File: src/rtl/cbfp_block_scale_ctrl.sv
// rtl/cbfp_block_scale_ctrl.sv - CBFP block exponent controller: block-wide lane minimum, clamp, one-entry output
module cbfp_block_scale_ctrl #(
  parameter int MAG_WIDTH   = 5,
  parameter int LANES       = 16,
  parameter int BLOCK_BEATS = 4,
  parameter int MAX_SHIFT   = 22,
  parameter int ID_WIDTH    = 8
) (
  input  logic                           clk,
  input  logic                           rst,
  input  logic                           in_valid,
  output logic                           in_ready,
  input  logic [MAG_WIDTH-1:0]           mag_in [0:LANES-1],
  input  logic                           flush,
  output logic [$clog2(BLOCK_BEATS)-1:0] beat_idx,
  output logic                           exp_valid,
  input  logic                           exp_ready,
  output logic [MAG_WIDTH-1:0]           exp_out,
  output logic [ID_WIDTH-1:0]            exp_blk_id
);

  localparam int                   BI_W      = $clog2(BLOCK_BEATS);
  localparam logic [BI_W-1:0]      LAST_IDX  = BI_W'(BLOCK_BEATS - 1);
  localparam logic [MAG_WIDTH-1:0] SHIFT_CAP = MAG_WIDTH'(MAX_SHIFT);

  typedef enum logic {S_IDLE, S_ACCUM} state_t;

  state_t               state, state_nxt;
  logic [BI_W-1:0]      beat_idx_nxt;
  logic [MAG_WIDTH-1:0] beat_min;
  logic [MAG_WIDTH-1:0] run_min;
  logic [MAG_WIDTH-1:0] blk_min;
  logic [MAG_WIDTH-1:0] blk_exp;
  logic [ID_WIDTH-1:0]  blk_cnt;
  logic                 last_beat;
  logic                 accept;
  logic                 blk_done;

  // Unsigned minimum across all lanes of the presented beat
  always_comb begin
    beat_min = mag_in[0];
    for (int i = 1; i < LANES; i++) begin
      if (mag_in[i] < beat_min) beat_min = mag_in[i];
    end
  end

  // Only the closing beat of a block has to wait for the output slot to free up
  assign last_beat = (beat_idx == LAST_IDX);
  assign in_ready  = !flush && !(last_beat && exp_valid && !exp_ready);
  assign accept    = in_valid && in_ready;
  assign blk_done  = accept && last_beat;

  // Running minimum including the current beat, and its saturated exponent
  always_comb begin
    blk_min = run_min;
    if (state == S_IDLE || beat_min < run_min) blk_min = beat_min;
    blk_exp = (blk_min > SHIFT_CAP) ? SHIFT_CAP : blk_min;
  end

  // Accumulator state and beat index register
  always_ff @(posedge clk) begin
    if (rst) begin
      state    <= S_IDLE;
      beat_idx <= '0;
    end else begin
      state    <= state_nxt;
      beat_idx <= beat_idx_nxt;
    end
  end

  // Next-state: flush aborts a partial block, accepted beats advance the index
  always_comb begin
    state_nxt    = state;
    beat_idx_nxt = beat_idx;
    if (flush) begin
      state_nxt    = S_IDLE;
      beat_idx_nxt = '0;
    end else if (accept) begin
      case (state)
        S_IDLE: begin
          state_nxt    = S_ACCUM;
          beat_idx_nxt = BI_W'(1);
        end
        S_ACCUM: begin
          if (last_beat) begin
            state_nxt    = S_IDLE;
            beat_idx_nxt = '0;
          end else begin
            beat_idx_nxt = beat_idx + BI_W'(1);
          end
        end
        default: begin
          state_nxt    = S_IDLE;
          beat_idx_nxt = '0;
        end
      endcase
    end
  end

  // Running minimum register; a flush discards partial data
  always_ff @(posedge clk) begin
    if (rst || flush) begin
      run_min <= '0;
    end else if (accept) begin
      run_min <= blk_min;
    end
  end

  // One-entry exponent slot; a new load in the handoff cycle keeps exp_valid high
  always_ff @(posedge clk) begin
    if (rst) begin
      exp_valid  <= 1'b0;
      exp_out    <= '0;
      exp_blk_id <= '0;
      blk_cnt    <= '0;
    end else if (blk_done) begin
      exp_valid  <= 1'b1;
      exp_out    <= blk_exp;
      exp_blk_id <= blk_cnt;
      blk_cnt    <= blk_cnt + ID_WIDTH'(1);
    end else if (exp_ready) begin
      exp_valid  <= 1'b0;
    end
  end

endmodule

File: config.mk
export PLATFORM = sky130hd
export DESIGN_NAME = cbfp_block_scale_ctrl
export DESIGN_NICKNAME = d
export VERILOG_FILES = /design/src/rtl/cbfp_block_scale_ctrl.sv
export SDC_FILE = /design/constraint.sdc
export NUM_CORES = 1
export LEC_CHECK = 0
export CAP_MARGIN = 20
export CORE_MARGIN = 5
export CORE_UTILIZATION = 45
export CTS_BUF_LIST = sky130_fd_sc_hd__clkbuf_16
export DETAILED_ROUTE_END_ITERATION = 10
export MAX_ROUTING_LAYER = met4
export PLACE_DENSITY = 0.7
export SYNTH_ARGS = -nofsm -noshare
export SYNTH_HDL_FRONTEND = slang
export SYNTH_SLANG_ARGS = --single-unit
File: constraint.sdc
create_clock -name clk -period 30.3 [get_ports clk]
set_clock_uncertainty 0.2 [all_clocks]
set_input_delay 3.03 -clock clk [delete_from_list [all_inputs] [get_ports clk]]
set_output_delay 3.03 -clock clk [all_outputs]
set_load 0.005 [all_outputs]
==> summary by stage <==
Clock network
Clock tree synthesis inserted a total of 5 buffers. The clock insertion delay at the later pin of the skew report is 0.27 ns. The root buffer cell chosen for the clock tree is sky130_fd_sc_hd__clkbuf_16. The deepest clock path buffer count is 2. The hold buffer count at CTS is 0.

The number of gates resized after CTS was 0. After clock tree synthesis, the clock-pin slew on the worst setup and hold paths is 0.05 ns. TritonCTS built the clock tree.

CTS built an H-tree with a depth of 2. The number of post-CTS setup repair buffers is 0. The CTS sink count is 30.

Critical path
The required time reported for the critical path endpoint is 30.31 ns. The cell type with the highest occurrence count on the critical path is sky130_fd_sc_hd__ha_1. The gate family responsible for the most delay along the worst path is compound AO/OA/AOI/OAI gates. The startpoint kind of the worst setup timing path is an input pin.

The type of the setup path with the least slack is in -> reg. STA puts the critical path data arrival time at 26.80 ns. The endpoint kind of the worst setup timing path is a register. The maximum cell stage delay along the critical path is 0.71 ns.

The highest fanout seen on the critical path is 13. The library cell contributing the largest single delay on the critical path is sky130_fd_sc_hd__or4_1. The critical path contains buffers and inverters numbering 13 combined.

Flow run
The tool flagged a number of max-cap violations equal to 0.

Floorplan
The initial cell density of the core is 0.457. The row count is 39. between 100 and 150 I/O pins were placed. The area enclosed by the die boundary is 0.0137 mm². The y dimension of the die is 117 µm.

In this run the standard cell core region covers 0.0113 mm². The floorplan step set the die width to 117 µm.

Yosys
The Yosys warning count is 0. The number of nets produced by synthesis is 827. The sequential area share after synthesis is 0.116. The fraction of post-synthesis cell area in the top cell type by area is 0.116. The proportion of synthesized flip-flops having asynchronous set or reset is 0. sky130_fd_sc_hd__dfxtp_1 takes more of the synthesized area than any other cell. Synthesis inferred 30 register bits. The instance count of the mapped netlist is 715.

Counting flops with a built-in enable in the synthesized netlist gives 0. The synthesized netlist contains between 100 and 150 unique library cells. A synthesized cell averages 7.23 µm². The most used flip-flop cell after synthesis is sky130_fd_sc_hd__dfxtp_1.

Sorting the synthesized cells by area gives the leading types as sky130_fd_sc_hd__dfxtp_1 (12%), sky130_fd_sc_hd__ha_1 (6.5%), sky130_fd_sc_hd__nand2_1 (6.1%), sky130_fd_sc_hd__a21oi_1 (5.0%), sky130_fd_sc_hd__mux2i_1 (4.8%). In this run the cell area of the synthesized design comes to 0.00517 mm².

Detailed routing
After detailed routing, the average wire length per cell comes to ~16 µm. The number of vias per cell is roughly 6.2. The count of nets left with antenna violations once routing finished came out at 0. The first-pass iteration count of the detailed router is 6. The DRC marker count from the first detailed-route iteration is 405. The total via count after detailed routing is 5843. For this run, design rule violations remaining after detail routing come to 0. The final layout contains routed wiring with a total length of 15200 µm.

STA
The number of hold-slack violations in the final timing report is 0. The aggregate negative setup slack is 0 ns. The worst slew margin relative to its limit is 0.388. Setup repair after global routing left no endpoint under its margin. In the finished design, the share of the clock period the worst path needs comes to 0.884. Setup violations remaining at the end of the flow were counted as 0.

The clock period minus final worst setup slack is 26.79 ns. For the pin with the worst max-slew slack, the measured transition is approximately 0.91 ns. The highest clock frequency the design can meet is 0.0373 GHz. The final number of max-transition violations is 0.

Global routing
The number of antenna violations at the first check in global routing came to 0. After global routing the overflow that remains totals 0. For this run, the total global-route usage over all layers was measured as 0.226.

The via count of the first global-routing pass is 5739. The global-route wire length before repair is 25700 µm. The pin count of the biggest net entering global routing is 25.

Placement
Buffers placed on the I/O ports in this run total just over 100. The estimated wirelength of the detail-placed design is 12300 µm. The global placer's final weighted congestion is between 0.9 and 1.

Cells and area
In the final design database the tool counted 915 nets. The share of cells above drive strength 1 is 0.0808. The share of the core filled with cells is 0.569.

The antenna diode count is 0. Relative to the synthesized area, the layout overhead comes to 24.5%.

Worst hold path
The min-delay analysis places its worst path in the category reg -> reg.

Run status
The run finished with clean final reports.
==> path summary, 6_finish.rpt <==
check | slack (ns) | cells after the start | end | startpoint
max | 3.51 | 107 | exp_out[0]$_SDFFE_PP0P_ | mag_in[77]
min | 0.25 | 2 | exp_blk_id[4]$_SDFFE_PP0P_ | exp_blk_id[4]$_SDFFE_PP0P_
max reg2reg | 27.54 | 11 | exp_out[0]$_SDFFE_PP0P_ | run_min[2]$_SDFFE_PP0P_
min reg2reg | 0.25 | 2 | exp_blk_id[4]$_SDFFE_PP0P_ | exp_blk_id[4]$_SDFFE_PP0P_
==> cells in the final DEF (no fill, tap or decap), types with 9 or more instances in the layout <==
cell,netlist,routed
sky130_fd_sc_hd__nand3_1,11,11
sky130_fd_sc_hd__nor3_1,26,26
sky130_fd_sc_hd__a21o_1,13,13
sky130_fd_sc_hd__a21oi_1,52,52
sky130_fd_sc_hd__nor2_1,65,65
sky130_fd_sc_hd__inv_1,57,57
sky130_fd_sc_hd__ha_1,27,27
sky130_fd_sc_hd__clkdlybuf4s50_1,0,101
sky130_fd_sc_hd__o21ai_0,35,35
sky130_fd_sc_hd__nand2_1,84,84
sky130_fd_sc_hd__a211oi_1,9,9
sky130_fd_sc_hd__dfxtp_1,30,30
sky130_fd_sc_hd__and2_1,10,10
sky130_fd_sc_hd__mux2i_1,25,25
sky130_fd_sc_hd__nand2b_1,11,11
sky130_fd_sc_hd__o211ai_1,9,9
sky130_fd_sc_hd__a31oi_1,11,11
==> worst reg2reg max path: cells and delay by family, from the launching register on <==
family	cells	cell delay, ns
AND/OR/NAND/NOR	2	0.25
adder cells (fa/ha/maj)	1	0.31
flip-flops	1	0.34
AO/OA/AOI/OAI	6	1.19
buffers and inverters	1	0.07
multiplexers	1	0.35
==> sequential cells by signal, summed over array words and instances, names as in the netlist <==
signal,count
blk_cnt,8
exp_blk_id,8
exp_out,5
run_min,5
beat_idx,2
exp_valid,1
state,1
==> area by class of cell <==
class | instances | area [µm²]
clock buffer | 5 | 125
clock inverter | 3 | 45.0
fill | 1105 | 4880
inverter | 57 | 214
multi-input combinational | 608 | 4260
sequential | 30 | 601
tap | 143 | 179
timing repair buffer | 101 | 1010
==> synth_stat cells, drive strengths merged (12+ instances only) <==
| master | number |
|---|---|
| nand3 | 12 |
| ha | 27 |
| o21ai | 45 |
| mux2i | 26 |
| mux2 | 13 |
| nor2 | 65 |
| a21o | 14 |
| nand2 | 84 |
| inv | 57 |
| nor3 | 26 |
| clkbuf | 12 |
| dfxtp | 30 |
| a31oi | 13 |
| a21oi | 53 |
==> through the flow <==
step           setup WS [ns]  instances  hold slack (ns)  cell area (µm²)
6_report                3.51        947            0.252             6440
5_1_grt                 1.14        947            0.277             6440
4_1_cts                 3.81        947            0.255             6440
3_5_place_dp            3.62        939            0.248             6270
3_3_place_gp            4.38        939            0.241             6270
2_1_floorplan           7.02        715            0.244             5170
==> routing by layer <==
layer	vias to the layer above	GRT usage	routed length (µm)
met2	184	0.394	7430
met5	-	-	0
met3	22	0.0262	845
li1	2897	-	-
met4	0	0.0573	246
met1	2740	0.278	6670
==> kinds of logic (layout without fill, tap and decap cells) <==
group | Yosys count | count (layout) | share of synthesized area
DFF | 30 | 30 | 0.116
and+or+nand+nor | 262 | 262 | 0.248
adders and majority gates | 38 | 38 | 0.0876
muxes | 39 | 39 | 0.0833
buffers and inverters | 77 | 166 | 0.0591
AOI/OAI and AO/OA | 262 | 262 | 0.394
xor gates and xnor gates | 7 | 7 | 0.0119
Power is left out: the tool's default activity adds up to more than one toggle a clock period on the data nets, which glitch-free logic cannot reach.
